### config.mk
export PLATFORM = sky130hd
export DESIGN_NAME = fetch_prefetch_queue
export DESIGN_NICKNAME = d
export VERILOG_FILES = /design/src/rtl/fetch_prefetch_queue.sv
export SDC_FILE = /design/constraint.sdc
export NUM_CORES = 1
export LEC_CHECK = 0
export CAP_MARGIN = 20
export CORE_UTILIZATION = 50
export CTS_CLUSTER_SIZE = 8
export DETAILED_ROUTE_END_ITERATION = 12
export GPL_TIMING_DRIVEN = 0
export PLACE_DENSITY_LB_ADDON = 0.08
export SETUP_SLACK_MARGIN = 0.2
export SYNTH_ARGS = -nofsm -noshare
export SYNTH_HDL_FRONTEND = slang
export SYNTH_SLANG_ARGS = --single-unit
### constraint.sdc
create_clock -name clk -period 2.95 [get_ports clk]
set_clock_uncertainty 0.1 [all_clocks]
set_input_delay 0.4425 -clock clk [delete_from_list [all_inputs] [get_ports clk]]
set_output_delay 0.4425 -clock clk [all_outputs]
set_load 0.01 [all_outputs]
### src/rtl/fetch_prefetch_queue.sv
// Instruction prefetch queue: keeps up to FIFO_DEPTH fetches in flight, buffers {pc, instr}
// pairs in order, and drops stale responses after a branch/jump redirect.
module fetch_prefetch_queue #(
   parameter int unsigned           ADDR_WIDTH  = 32,
   parameter int unsigned           INSTR_WIDTH = 32,
   parameter int unsigned           FIFO_DEPTH  = 4,
   parameter logic [ADDR_WIDTH-1:0] RESET_PC    = '0
) (
   input  logic                   clk,
   input  logic                   rst,
   input  logic                   redirect_valid,
   input  logic [ADDR_WIDTH-1:0]  redirect_pc,
   output logic                   imem_req_valid,
   input  logic                   imem_req_ready,
   output logic [ADDR_WIDTH-1:0]  imem_req_addr,
   input  logic                   imem_rsp_valid,
   input  logic [INSTR_WIDTH-1:0] imem_rsp_data,
   output logic                   out_valid,
   input  logic                   out_ready,
   output logic [ADDR_WIDTH-1:0]  out_pc,
   output logic [INSTR_WIDTH-1:0] out_instruction
);

   localparam int unsigned PTR_W = $clog2(FIFO_DEPTH);
   localparam int unsigned CNT_W = PTR_W + 1;
   localparam int unsigned SUM_W = CNT_W + 1;

   typedef enum logic {
      RUN   = 1'b0,
      FLUSH = 1'b1
   } state_t;

   state_t                 state;
   logic [ADDR_WIDTH-1:0]  fetch_pc;
   logic [ADDR_WIDTH-1:0]  rsp_pc;
   logic [ADDR_WIDTH-1:0]  pc_mem    [FIFO_DEPTH];
   logic [INSTR_WIDTH-1:0] instr_mem [FIFO_DEPTH];
   logic [PTR_W-1:0]       rd_ptr;
   logic [PTR_W-1:0]       wr_ptr;
   logic [CNT_W-1:0]       count;
   logic [CNT_W-1:0]       outstanding;
   logic [CNT_W-1:0]       drop_cnt;
   logic [CNT_W-1:0]       drop_nxt;
   logic [ADDR_WIDTH-1:0]  redirect_tgt;
   logic                   credit_ok;
   logic                   accept;
   logic                   push;
   logic                   pop;

   assign redirect_tgt = redirect_pc & ~ADDR_WIDTH'(3);

   // Buffered entries plus in-flight requests never exceed the buffer size, so a push always fits.
   assign credit_ok = (SUM_W'(count) + SUM_W'(outstanding)) < SUM_W'(FIFO_DEPTH);

   assign imem_req_valid  = !rst && (state == RUN) && !redirect_valid && credit_ok;
   assign imem_req_addr   = fetch_pc;
   assign accept          = imem_req_valid && imem_req_ready;
   assign push            = imem_rsp_valid && (drop_cnt == '0) && !redirect_valid;
   assign out_valid       = !rst && (count != '0) && !redirect_valid;
   assign pop             = out_valid && out_ready;
   assign out_pc          = pc_mem[rd_ptr];
   assign out_instruction = instr_mem[rd_ptr];

   // Stale responses still to discard after the next edge.
   always_comb begin
      drop_nxt = drop_cnt;
      if (redirect_valid) begin
         drop_nxt = outstanding - CNT_W'(imem_rsp_valid);
      end else if (imem_rsp_valid && (drop_cnt != '0)) begin
         drop_nxt = drop_cnt - CNT_W'(1);
      end
   end

   always_ff @(posedge clk) begin
      if (rst) begin
         state       <= RUN;
         fetch_pc    <= RESET_PC;
         rsp_pc      <= RESET_PC;
         rd_ptr      <= '0;
         wr_ptr      <= '0;
         count       <= '0;
         outstanding <= '0;
         drop_cnt    <= '0;
      end else if (redirect_valid) begin
         fetch_pc    <= redirect_tgt;
         rsp_pc      <= redirect_tgt;
         rd_ptr      <= '0;
         wr_ptr      <= '0;
         count       <= '0;
         outstanding <= outstanding - CNT_W'(imem_rsp_valid);
         drop_cnt    <= drop_nxt;
         state       <= (drop_nxt == '0) ? RUN : FLUSH;
      end else begin
         assert (!(push && (count == CNT_W'(FIFO_DEPTH))));
         if (accept) begin
            fetch_pc <= fetch_pc + ADDR_WIDTH'(4);
         end
         if (push) begin
            rsp_pc <= rsp_pc + ADDR_WIDTH'(4);
            wr_ptr <= wr_ptr + PTR_W'(1);
         end
         if (pop) begin
            rd_ptr <= rd_ptr + PTR_W'(1);
         end
         count       <= count + CNT_W'(push) - CNT_W'(pop);
         outstanding <= outstanding + CNT_W'(accept) - CNT_W'(imem_rsp_valid);
         drop_cnt    <= drop_nxt;
         if ((state == FLUSH) && (drop_nxt == '0)) begin
            state <= RUN;
         end
      end
   end

   // Entry storage needs no reset; validity is tracked by count.
   always_ff @(posedge clk) begin
      if (push) begin
         pc_mem[wr_ptr]    <= rsp_pc;
         instr_mem[wr_ptr] <= imem_rsp_data;
      end
   end

endmodule
* After elaboration in Yosys (flattened, before gate mapping)
Memories as Yosys holds them, arrays and structs flattened. A register that Yosys moved wholly into a read port is not among the register bits.
Index checks and enable logic that the tools add are counted.
** Cells by class
- $add $sub $neg :: 11
- Bitwise operators :: 1
- Reductions and logical operators :: 21
- Order comparisons :: 1
- Muxes and demuxes :: 16
** Operators by type and width (number)
- two-way mux 32 bit :: 4
- adder 32 x 3 -> 32 bit, second input constant :: 2
- logical AND 1 bit :: 11
- two-way mux 3 bit :: 3
- subtractor 3 x 1 -> 3 bit :: 3
- two-way mux 2 bit :: 4
- adder 3 x 1 -> 3 bit :: 2
- logical NOT 3 bit :: 2
- nonzero test 2 bit :: 3
- nonzero test 3 bit :: 2
- two-way mux 1 bit :: 5
- adder 2 x 1 -> 2 bit, second input constant :: 2
- adder 3 x 3 -> 4 bit :: 1
- less-than comparator 4 x 3 -> 1 bit, second input constant :: 1
- subtractor 3 x 1 -> 3 bit, second input constant :: 1
- logical NOT 1 bit :: 2
- OR reduction 2 bit :: 1
- inverter 1 bit :: 1
** Storage, ports and cells
- Memories kept :: 2
- Bits in writable memories :: 256
- Bits in registers :: 78
- Word-level logic and storage cells :: 62
- Input port bits :: 70
- Output and inout bits :: 98
** Memory list
- instr_mem :: depth 4, bits a word 32, rd ports 1, clocked after Yosys merged registers in 1, write ports 1, line 37 : logic [INSTR_WIDTH-1:0] instr_mem [FIFO_DEPTH];
- pc_mem :: depth 4, bits a word 32, rd ports 1, clocked after Yosys merged registers in 1, write ports 1, line 36 : logic [ADDR_WIDTH-1:0] pc_mem [FIFO_DEPTH];

* Depth between registers and ports, before layout
Gate-level depths: netlist (run 1).
- Depth in word-level cells :: 8
- Gate-level depth with buffers :: 14
- Depth with buffers taken out :: 12

* Least setup slack after synthesis (run 1)
Ideal clock, no wire load.
- Path kind :: register -> register
- Start :: register drop_cnt[0]
- End :: memory instr_mem[0][0] (enable)
- Data arrival time :: 2.595 ns
- Clock period less this slack :: 3.121 ns
- Setup time :: 0.427 ns
- Buffers on the path :: 0
- Cell stages (with the launch flop) :: 6
- Slack :: -0.171 ns
- Required time :: 2.423 ns
- Cells stage by stage :: dfxtp_1 > inv_1 > ha_1 > nand3b_1 > nor2_1 > and2_1
** On the way
- Cells in the longest elaborated chain, start to end :: 5
** RTL lines
- start: declaration :: line 42 : logic [CNT_W-1:0] drop_cnt;
- start signal: assignment :: line 91 : drop_cnt <= drop_nxt;
- start signal: assignment :: line 107 : drop_cnt <= drop_nxt;
- logical NOT 3 bit :: line 58 : assign push = imem_rsp_valid && (drop_cnt == '0) && !redirect_valid;
- logical AND 1 bit (2 in series) :: line 58
- two-way mux 1 bit :: line 116 : if (push) begin
- two-way mux 1 bit (not written as such) :: line 118 : instr_mem[wr_ptr] <= imem_rsp_data;
- end: declaration :: line 37
No other way between the ends.

* Final worst setup path (run 1)
- Start :: register count[1]
- End :: register outstanding[2]
** On the way
- Cells in the longest elaborated chain, start to end :: 7
** RTL lines
- start: declaration :: line 40 : logic [CNT_W-1:0] count;
- start signal: assignment :: line 105 : count <= count + CNT_W'(push) - CNT_W'(pop);
- adder 3 x 3 -> 4 bit :: line 53 : assign credit_ok = (SUM_W'(count) + SUM_W'(outstanding)) < SUM_W'(FIFO_DEPTH);
- less-than comparator 4 x 3 -> 1 bit :: line 53
- logical AND 1 bit :: line 55 : assign imem_req_valid = !rst && (state == RUN) && !redirect_valid && credit_ok;
- logical AND 1 bit :: line 57 : assign accept = imem_req_valid && imem_req_ready;
- adder 3 x 1 -> 3 bit :: line 106 : outstanding <= outstanding + CNT_W'(accept) - CNT_W'(imem_rsp_valid);
- subtractor 3 x 1 -> 3 bit :: line 106
- two-way mux 3 bit :: line 84 : end else if (redirect_valid) begin
- end signal: assignment :: line 90 : outstanding <= outstanding - CNT_W'(imem_rsp_valid);
- end signal: assignment :: line 106
- end: declaration :: line 41 : logic [CNT_W-1:0] outstanding;
No other way between the ends.
A chain may end at the register's enable or synchronous reset.

==> metrics.txt, run 1 <==
# TYPE chip_impl_metric gauge
chip_impl_metric{name="insertion_delay",unit="ns"} 0.53
chip_impl_metric{name="grt_antenna_before_repair",unit=""} 0
chip_impl_metric{name="global_route.usage.total",unit="%"} 22.4
chip_impl_metric{name="synth_compound_gate_area_share",unit="%"} 4.86
chip_impl_metric{name="die_w",unit="um"} 165
chip_impl_metric{name="detail_route.drc_violations",unit=""} 0
chip_impl_metric{name="final-hold-violation-count",unit=""} 0
chip_impl_metric{name="htree_levels",unit=""} 2
chip_impl_metric{name="timing_max_transition_violations_final",unit=""} 0
chip_impl_metric{name="synth_fa_ha_area_share",unit="%"} 1.81
chip_impl_metric{name="drt.antenna.violating_nets",unit=""} 0
chip_impl_metric{name="detail_route.vias_per_cell",unit=""} 5.60
chip_impl_info{name="critical_path_type",value="register to register"} 1
chip_impl_metric{name="placed_standard_cell_area",unit="um^2"} 15400
chip_impl_metric{name="multi_input_comb_area",unit="um^2"} 4080
chip_impl_metric{name="postSynthRegisterBits",unit=""} 324
chip_impl_metric{name="dr.first_iter.drc_count",unit=""} 704
chip_impl_metric{name="die-area",unit="um^2"} 27100
chip_impl_metric{name="rows",unit=""} 59
chip_impl_metric{name="total_power",unit="W"} 0.0108
chip_impl_metric{name="core_area",unit="um^2"} 26100
chip_impl_info{name="outcome",value="finished clean"} 1
chip_impl_metric{name="die_y",unit="um"} 165
chip_impl_metric{name="finalNonFillerCells",unit=""} 1436
chip_impl_metric{name="ff2ff_path_depth",unit=""} 14
chip_impl_metric{name="slew_headroom",unit="%"} 30.4
chip_impl_metric{name="synth.distinct_cells",unit=""} 57
chip_impl_metric{name="grt_start_max_net_pins",unit=""} 48
chip_impl_info{name="start_kind",value="register"} 1
chip_impl_metric{name="place_inst",unit=""} 1354
chip_impl_metric{name="number_of_global_route_vias_before_repair",unit=""} 8003
chip_impl_info{name="main_combinational_cell_family_by_area_after_synthesis",value="multiplexers"} 1
chip_impl_info{name="critical_path.slowest_cell",value="sky130_fd_sc_hd__dfxtp_4"} 1
chip_impl_metric{name="syn_inst",unit=""} 851
chip_impl_metric{name="finalCritPeriodShare",unit="%"} 93.1
chip_impl_metric{name="fraction_of_final_layout_cells_sized_beyond_drive_strength_1",unit="%"} 16.6
chip_impl_metric{name="timing.critical_path.slowest_cell_delay",unit="ns"} 0.36
chip_impl_info{name="root_buffer",value="sky130_fd_sc_hd__clkbuf_16"} 1
chip_impl_metric{name="clkSlewWorstSetupHoldPaths",unit="ns"} 0.05
chip_impl_metric{name="max_cap_violations",unit=""} 0
chip_impl_metric{name="power_density",unit="nW/um^2"} 633
chip_impl_metric{name="postCtsHoldBufs",unit=""} 0
chip_impl_metric{name="final_area",unit="um^2"} 17000
chip_impl_metric{name="yosys_top_cell_area_share",unit="%"} 56.2
chip_impl_info{name="rsz_0062_raised_after_global_routing",value="true"} 1
chip_impl_metric{name="buffer_ports.inserted",unit=""} 161
chip_impl_metric{name="cts_max_path_buffers",unit=""} 3
chip_impl_info{name="min-delay-path-class",value="input port to register"} 1
chip_impl_metric{name="tns",unit="ns"} 0
chip_impl_metric{name="n_fill_cell",unit=""} 1912
chip_impl_metric{name="timing.hold.worst_path_depth",unit=""} 3
chip_impl_metric{name="routedWlPerCell",unit="um"} 20.7
chip_impl_info{name="synth_top_area_cell",value="sky130_fd_sc_hd__edfxtp_1"} 1
chip_impl_info{name="crit_chain",value="ha_4 > nor4_4 > and4_1 > buf_6 > inv_8 > clkbuf_16 > ha_4 > inv_2 > ha_4 > fa_2 > xor2_1 > o21ai_1 > xnor2_1 > nor2_1"} 1
chip_impl_metric{name="floorplan.io_pins",unit=""} 168
chip_impl_metric{name="dr.pass1.iters",unit=""} 5
chip_impl_metric{name="synth_async_sr_flop_share",unit="%"} 0
chip_impl_metric{name="number_of_flops_mapped_to_enable_cells_by_yosys",unit=""} 248
chip_impl_metric{name="area.sequential",unit="um^2"} 8980
chip_impl_metric{name="grt_pass1_wl",unit="um"} 45200
chip_impl_metric{name="critPathMaxFanout",unit=""} 3
chip_impl_info{name="crit_top_cell",value="sky130_fd_sc_hd__ha_4"} 1
chip_impl_metric{name="layout_min_cycle_time",unit="ns"} 2.75
chip_impl_metric{name="gp_routability_congestion",unit=""} 0.937
chip_impl_metric{name="max-vdd-ir-drop",unit="V"} 0.000429
chip_impl_metric{name="critical_path_required",unit="ns"} 3.25
chip_impl_metric{name="cts-buffers-inserted",unit=""} 46
chip_impl_metric{name="cp_data_arrival_time",unit="ns"} 3.05
chip_impl_metric{name="yosys-mux-area-fraction",unit="%"} 11.3
chip_impl_metric{name="postSynthAreaPerCell",unit="um^2"} 15.6
chip_impl_metric{name="effective_utilization_at_floorplan",unit="%"} 50.8
chip_impl_info{name="commonest_register_cell_after_synthesis",value="sky130_fd_sc_hd__edfxtp_1"} 1
chip_impl_metric{name="global_route.overflow_total",unit=""} 0
chip_impl_metric{name="setup_viol",unit=""} 0
chip_impl_metric{name="post-dp-hpwl",unit="um"} 19500
chip_impl_metric{name="aggregate_routed_wire_length",unit="um"} 29700
chip_impl_metric{name="synth_area",unit="um^2"} 13200
chip_impl_metric{name="nNetsFinal",unit=""} 1164
chip_impl_info{name="crit_path_end_kind",value="register"} 1
chip_impl_metric{name="synth_simple_gate_area_share",unit="%"} 9.24
chip_impl_metric{name="fmax",unit="MHz"} 364
chip_impl_metric{name="synthToLayoutAreaGrowth",unit="%"} 28.3
chip_impl_metric{name="worstMarginPinSlew",unit="ns"} 1.03
chip_impl_info{name="cts_tree",value="done"} 1
chip_impl_metric{name="post_synth_xor_xnor_area",unit="%"} 2.84
chip_impl_metric{name="antenna_cells_inserted",unit=""} 0
chip_impl_metric{name="synth_sequential_area_ratio",unit="%"} 67.7
chip_impl_metric{name="route.vias.total",unit=""} 8035
chip_impl_info{name="yosys-top-cells-area",value="sky130_fd_sc_hd__edfxtp_1 56%, sky130_fd_sc_hd__dfxtp_1 11%, sky130_fd_sc_hd__mux4_2 11%"} 1
chip_impl_metric{name="synth_warnings",unit=""} 0
chip_impl_metric{name="p_leak",unit="nW"} 5.85
chip_impl_metric{name="cts.sink_count",unit=""} 324
kinds of logic after synthesis:
group / Yosys count
AO/OA/AOI/OAI: 99
XOR/XNOR: 43
adder cells (fa/ha/maj): 18
buffers and inverters: 70
flip-flops: 324
multiplexers: 72
other: 1
AND/OR/NAND/NOR: 224
power breakdown:
group | switching (W) | internal, W | total, W | leakage (nW)
Combinational | 0.000387 | 0.000385 | 0.000772 | 2.32
Sequential | 0.000132 | 0.00507 | 0.00521 | 2.89
Clock | 0.00182 | 0.00297 | 0.00478 | 0.633
per-stage QoR:
stage          hold WS, ns  worst slack (ns)  util [%]
6_report             0.322             0.204      65.2
5_1_grt              0.349           0.00610      65.2
4_1_cts              0.396            0.0760      65.1
3_5_place_dp         0.421            -0.795      59.1
3_3_place_gp         0.414            -0.839      58.8
2_1_floorplan        0.380             0.207         -
final timing paths:
kind,from,to,slack [ns]
max,count[1],outstanding[2],0.20
min,redirect_valid,outstanding[1],0.32
max reg2reg,count[1],outstanding[2],0.20
min reg2reg,imem_req_addr[3],imem_req_addr[3],0.43
critical path, delay by kind of cell (launching register included):
family	cells	cell delay, ns
AO/OA/AOI/OAI	1	0.14
buffers and inverters	4	0.34
XOR/XNOR	2	0.28
adder cells (fa/ha/maj)	4	0.89
AND/OR/NAND/NOR	3	0.51
flip-flops	1	0.36
layout by cell type, fill, tap and decap left out, drive strengths merged, types with 17 or more instances in the layout:
master and n:
dlygate4sd2 60, a211oi 17, nand2 56, nor2 53, edfxtp 248, a21oi 25, buf 27, clkdlybuf4s50 99
xor2 28, inv 30, nand4 18, mux4 62, dfxtp 76, clkbuf 99, nand3 27
metal layers:
| metal | GRT usage [%] | share of wire [%] | up-vias |
|---|---|---|---|
| li1 | - | - | 3738 |
| met1 | 32.2 | 45 | 3927 |
| met2 | 35.4 | 46 | 325 |
| met3 | 4.12 | 7.1 | 45 |
| met4 | 5.84 | 1.6 | 0 |
| met5 | 0 | 0 | - |
cell usage after synthesis, drive strengths merged, types with 17 or more instances:
cell type	number
nand3	27
mux4	62
edfxtp	248
a21oi	25
clkbuf	28
dfxtp	76
inv	28
nor2	53
xor2	28
a211oi	17
nand4	18
nand2	56
state kept, by name (all words and copies together), names as in the netlist, named ones only:
name	flops
instr_mem	128
pc_mem	120
imem_req_addr	30
rsp_pc	30
count	3
drop_cnt	3
outstanding	3
rd_ptr	2
wr_ptr	2
state	1
final cells by class:
cell class / count / area share [%]
Clock buffer: 71 / 7.58
Timing Repair Buffer: 174 / 10.0
Sequential cell: 324 / 52.9
Buffer: 42 / 2.21
Tap cell: 335 / 2.47
Inverter: 28 / 0.663
Clock inverter: 2 / 0.169
Multi-Input combinational cell: 460 / 24.0
what timing repair did:
action	in CTS	in global routing
resized for setup	128	5
buffers inserted	8	1
pin swaps	7	5
endpoints found under the setup margin	68	4
Note: power is estimated with default switching activity, not from simulation.
==> run 2: changes to the inputs <==
--- a/config.mk
+++ b/config.mk
@@ -6,7 +6,7 @@
 export NUM_CORES = 1
 export LEC_CHECK = 0
 export CAP_MARGIN = 20
-export CORE_UTILIZATION = 50
+export CORE_UTILIZATION = 55
 export CTS_CLUSTER_SIZE = 8
 export DETAILED_ROUTE_END_ITERATION = 12
 export GPL_TIMING_DRIVEN = 0
==> constraint.sdc (replaced) <==
create_clock -name clk -period 2.7 [get_ports clk]
set_clock_uncertainty 0.1 [all_clocks]
set_input_delay 0.405 -clock clk [delete_from_list [all_inputs] [get_ports clk]]
set_output_delay 0.405 -clock clk [all_outputs]
set_load 0.01 [all_outputs]
==> run 2 against run 1 <==
Against the previous run: the run now ends with negative setup slack left; global-route usage is 3.0 points higher; critical path depth stayed put; first-iteration DRC count is 12% higher; worst hold slack better by 0.074 ns; routed wire length is 3.1% higher; via count is 4.7% higher; sequential power is 9.2% higher; largest cell class unchanged; largest power group unchanged; highest routed layer unchanged.
==> metrics.txt, run 2 (synthesis results as in run 1) <==
# TYPE chip_impl_metric gauge
chip_impl_metric{name="dr.first_iter.drc_count",unit=""} 790
chip_impl_metric{name="drt.antenna.violating_nets",unit=""} 0
chip_impl_metric{name="worst_hold_slack",unit="ns"} 0.396
chip_impl_metric{name="route.vias.total",unit=""} 8416
chip_impl_info{name="outcome",value="finished with violations"} 1
chip_impl_info{name="largest_registers_in_the_final_layout",value="instr_mem (128), pc_mem (120)"} 1
chip_impl_metric{name="finalCritPeriodShare",unit="%"} 103
chip_impl_metric{name="post-dp-hpwl",unit="um"} 19000
chip_impl_info{name="critical_path_type",value="register to register"} 1
chip_impl_metric{name="final-hold-violation-count",unit=""} 0
chip_impl_metric{name="floorplan.io_pins",unit=""} 168
chip_impl_metric{name="grt_start_max_net_pins",unit=""} 58
chip_impl_info{name="crit_path_end_kind",value="register"} 1
chip_impl_metric{name="nNetsFinal",unit=""} 1209
chip_impl_metric{name="number_of_global_route_vias_before_repair",unit=""} 8364
chip_impl_metric{name="power_density",unit="nW/um^2"} 667
chip_impl_info{name="crit_top_cell",value="sky130_fd_sc_hd__ha_4"} 1
chip_impl_metric{name="critical_path_required",unit="ns"} 3.00
chip_impl_metric{name="synthToLayoutAreaGrowth",unit="%"} 32.5
chip_impl_info{name="mostFrequentLayoutCell",value="sky130_fd_sc_hd__edfxtp_1"} 1
chip_impl_metric{name="clkSlewWorstSetupHoldPaths",unit="ns"} 0.05
chip_impl_metric{name="dr.pass1.iters",unit=""} 5
chip_impl_metric{name="max-vdd-ir-drop",unit="V"} 0.000473
chip_impl_metric{name="placed_standard_cell_area",unit="um^2"} 15400
chip_impl_metric{name="timing.hold.worst_path_depth",unit=""} 3
chip_impl_metric{name="setup_viol",unit=""} 1
chip_impl_metric{name="n_fill_cell",unit=""} 1477
chip_impl_metric{name="effective_utilization_at_floorplan",unit="%"} 56.3
chip_impl_info{name="root_buffer",value="sky130_fd_sc_hd__clkbuf_16"} 1
chip_impl_info{name="crit_chain",value="ha_4 > nor4_4 > and4_1 > buf_6 > inv_8 > clkbuf_16 > ha_4 > inv_2 > ha_4 > fa_2 > xor2_1 > o21ai_1 > xnor2_1 > nor2_1"} 1
chip_impl_metric{name="aggregate_routed_wire_length",unit="um"} 30600
chip_impl_info{name="worst_hold_end",value="imem_req_addr[18]"} 1
chip_impl_metric{name="cts_max_path_buffers",unit=""} 3
chip_impl_info{name="layout_common_cells",value="248 x sky130_fd_sc_hd__edfxtp_1, 96 x sky130_fd_sc_hd__clkdlybuf4s50_1, 72 x sky130_fd_sc_hd__buf_6"} 1
chip_impl_metric{name="global_route.overflow_total",unit=""} 0
chip_impl_metric{name="largest_register_ff_count",unit=""} 128
chip_impl_metric{name="critPathMaxFanout",unit=""} 3
chip_impl_metric{name="rows",unit=""} 56
chip_impl_metric{name="postCtsHoldBufs",unit=""} 0
chip_impl_info{name="regToRegEndpoint",value="outstanding[2]"} 1
chip_impl_metric{name="gp_routability_congestion",unit=""} 0.972
chip_impl_metric{name="insertion_delay",unit="ns"} 0.53
chip_impl_info{name="start_kind",value="register"} 1
chip_impl_metric{name="grt_antenna_before_repair",unit=""} 0
chip_impl_metric{name="fraction_of_final_layout_cells_sized_beyond_drive_strength_1",unit="%"} 25.6
chip_impl_metric{name="ff2ff_path_depth",unit=""} 14
chip_impl_metric{name="antenna_cells_inserted",unit=""} 0
chip_impl_metric{name="detail_route.drc_violations",unit=""} 0
chip_impl_metric{name="routedWlPerCell",unit="um"} 20.9
chip_impl_info{name="rsz_0062_raised_after_global_routing",value="true"} 1
chip_impl_metric{name="cp_data_arrival_time",unit="ns"} 3.08
chip_impl_info{name="min-delay-path-class",value="input port to register"} 1
chip_impl_metric{name="buffer_ports.inserted",unit=""} 161
chip_impl_metric{name="die_y",unit="um"} 157
chip_impl_metric{name="cts-buffers-inserted",unit=""} 46
chip_impl_metric{name="fmax",unit="MHz"} 360
chip_impl_metric{name="p_leak",unit="nW"} 6.14
chip_impl_metric{name="detail_route.vias_per_cell",unit=""} 5.75
chip_impl_info{name="failed_checks",value="negative setup slack"} 1
chip_impl_metric{name="cts.sink_count",unit=""} 324
chip_impl_info{name="worst_r2r_startpoint",value="count[1]"} 1
chip_impl_metric{name="core_area",unit="um^2"} 23500
chip_impl_metric{name="slew_headroom",unit="%"} 41.7
chip_impl_metric{name="grt_pass1_wl",unit="um"} 46900
chip_impl_metric{name="area.sequential",unit="um^2"} 8980
chip_impl_metric{name="worstMarginPinSlew",unit="ns"} 0.866
chip_impl_metric{name="layout_min_cycle_time",unit="ns"} 2.78
chip_impl_metric{name="die_w",unit="um"} 157
chip_impl_info{name="critPathLaunch",value="count[1]"} 1
chip_impl_metric{name="global_route.usage.total",unit="%"} 25.4
chip_impl_info{name="cts_tree",value="done"} 1
chip_impl_metric{name="timing.critical_path.slowest_cell_delay",unit="ns"} 0.35
chip_impl_metric{name="final_area",unit="um^2"} 17500
chip_impl_metric{name="timing_max_transition_violations_final",unit=""} 0
chip_impl_metric{name="r2r_slack",unit="ns"} -0.08
chip_impl_info{name="registers.top_by_ff_count",value="instr_mem"} 1
chip_impl_metric{name="max_cap_violations",unit=""} 0
chip_impl_info{name="critical_path.slowest_cell",value="sky130_fd_sc_hd__dfxtp_4"} 1
chip_impl_metric{name="htree_levels",unit=""} 2
chip_impl_info{name="timing.hold.worst.start",value="redirect_pc[18]"} 1
chip_impl_metric{name="multi_input_comb_area",unit="um^2"} 4100
chip_impl_metric{name="die-area",unit="um^2"} 24700
chip_impl_metric{name="postLayoutSetupSlackWorst",unit="ns"} -0.0799
## run 2: cell count changes in the layout (fill, tap and decap cells not counted), moves of 3 or more
cell | previous run | this run
sky130_fd_sc_hd__buf_2 | 2 | 12
sky130_fd_sc_hd__clkdlybuf4s50_1 | 99 | 96
sky130_fd_sc_hd__clkbuf_1 | 40 | 36
sky130_fd_sc_hd__dlygate4sd2_1 | 60 | 6
sky130_fd_sc_hd__buf_12 | 8 | 12
sky130_fd_sc_hd__buf_6 | 1 | 72
sky130_fd_sc_hd__clkbuf_8 | 3 | 6
sky130_fd_sc_hd__buf_4 | 13 | 20
sky130_fd_sc_hd__clkbuf_2 | 0 | 9
sky130_fd_sc_hd__clkbuf_4 | 6 | 3
sky130_fd_sc_hd__buf_8 | 0 | 5
## run 2: cell type report
| cell class | count | share of cell area, % |
|---|---|---|
| Buffer | 42 | 2.26 |
| Clock buffer | 68 | 7.15 |
| Clock inverter | 3 | 0.193 |
| Inverter | 28 | 0.642 |
| Multi-Input combinational cell | 460 | 23.4 |
| Sequential cell | 324 | 51.2 |
| Tap cell | 319 | 2.27 |
| Timing Repair Buffer | 219 | 12.9 |
## run 2: metal layers
metal	vias up	track usage [%]	routed length [um]
met4	0	9.29	795
li1	3823	-	-
met1	4147	36.3	13200
met3	61	4.35	2320
met5	-	0	0
met2	385	39.6	14300
## run 2: critical path: cells and delay by family (launching register included)
family	cells	cell delay, ns
AO/OA/AOI/OAI	1	0.14
XOR/XNOR	2	0.28
adder cells (fa/ha/maj)	4	0.90
buffers and inverters	4	0.34
flip-flops	1	0.35
AND/OR/NAND/NOR	3	0.54
## run 2: stage by stage
step | TNS [ns] | power (W) | util, % | worst slack [ns] | cells
after floorplan | -0.00939 | 0.00616 | - | -0.00939 | 854
after global placement | -282.56 | 0.00660 | 65.1 | -1.08 | 1334
after detailed placement | -91.16 | 0.00662 | 65.6 | -0.971 | 1338
after CTS | -0.130 | 0.0118 | 73.0 | -0.130 | 1438
after global routing | -0.246 | 0.0121 | 74.5 | -0.200 | 1463
final | -0.0799 | 0.0117 | 74.5 | -0.0799 | 1463
## run 2: worst max-delay path by stage
stage	end	slack, ns	depth (start not counted)
after floorplan	outstanding[2]	-0.009	14
after global placement	pc_mem[1][18]	-1.08	4
after detailed placement	outstanding[2]	-0.97	14
after CTS	outstanding[2]	-0.13	14
after global routing	outstanding[2]	-0.20	14
final	outstanding[2]	-0.08	14
## run 2: report_power, final
| group | leakage, nW | internal (W) | total (W) | switching (W) |
|---|---|---|---|---|
| registers | 2.89 | 0.00555 | 0.00569 | 0.000147 |
| logic | 2.62 | 0.000453 | 0.000892 | 0.000439 |
| clock network | 0.622 | 0.00317 | 0.00512 | 0.00195 |
## run 2: what timing repair did
action	4_1_cts	5_1_grt
pin swaps	7	8
resized for setup	346	54
endpoints found under the setup margin	136	48
buffers inserted	29	25
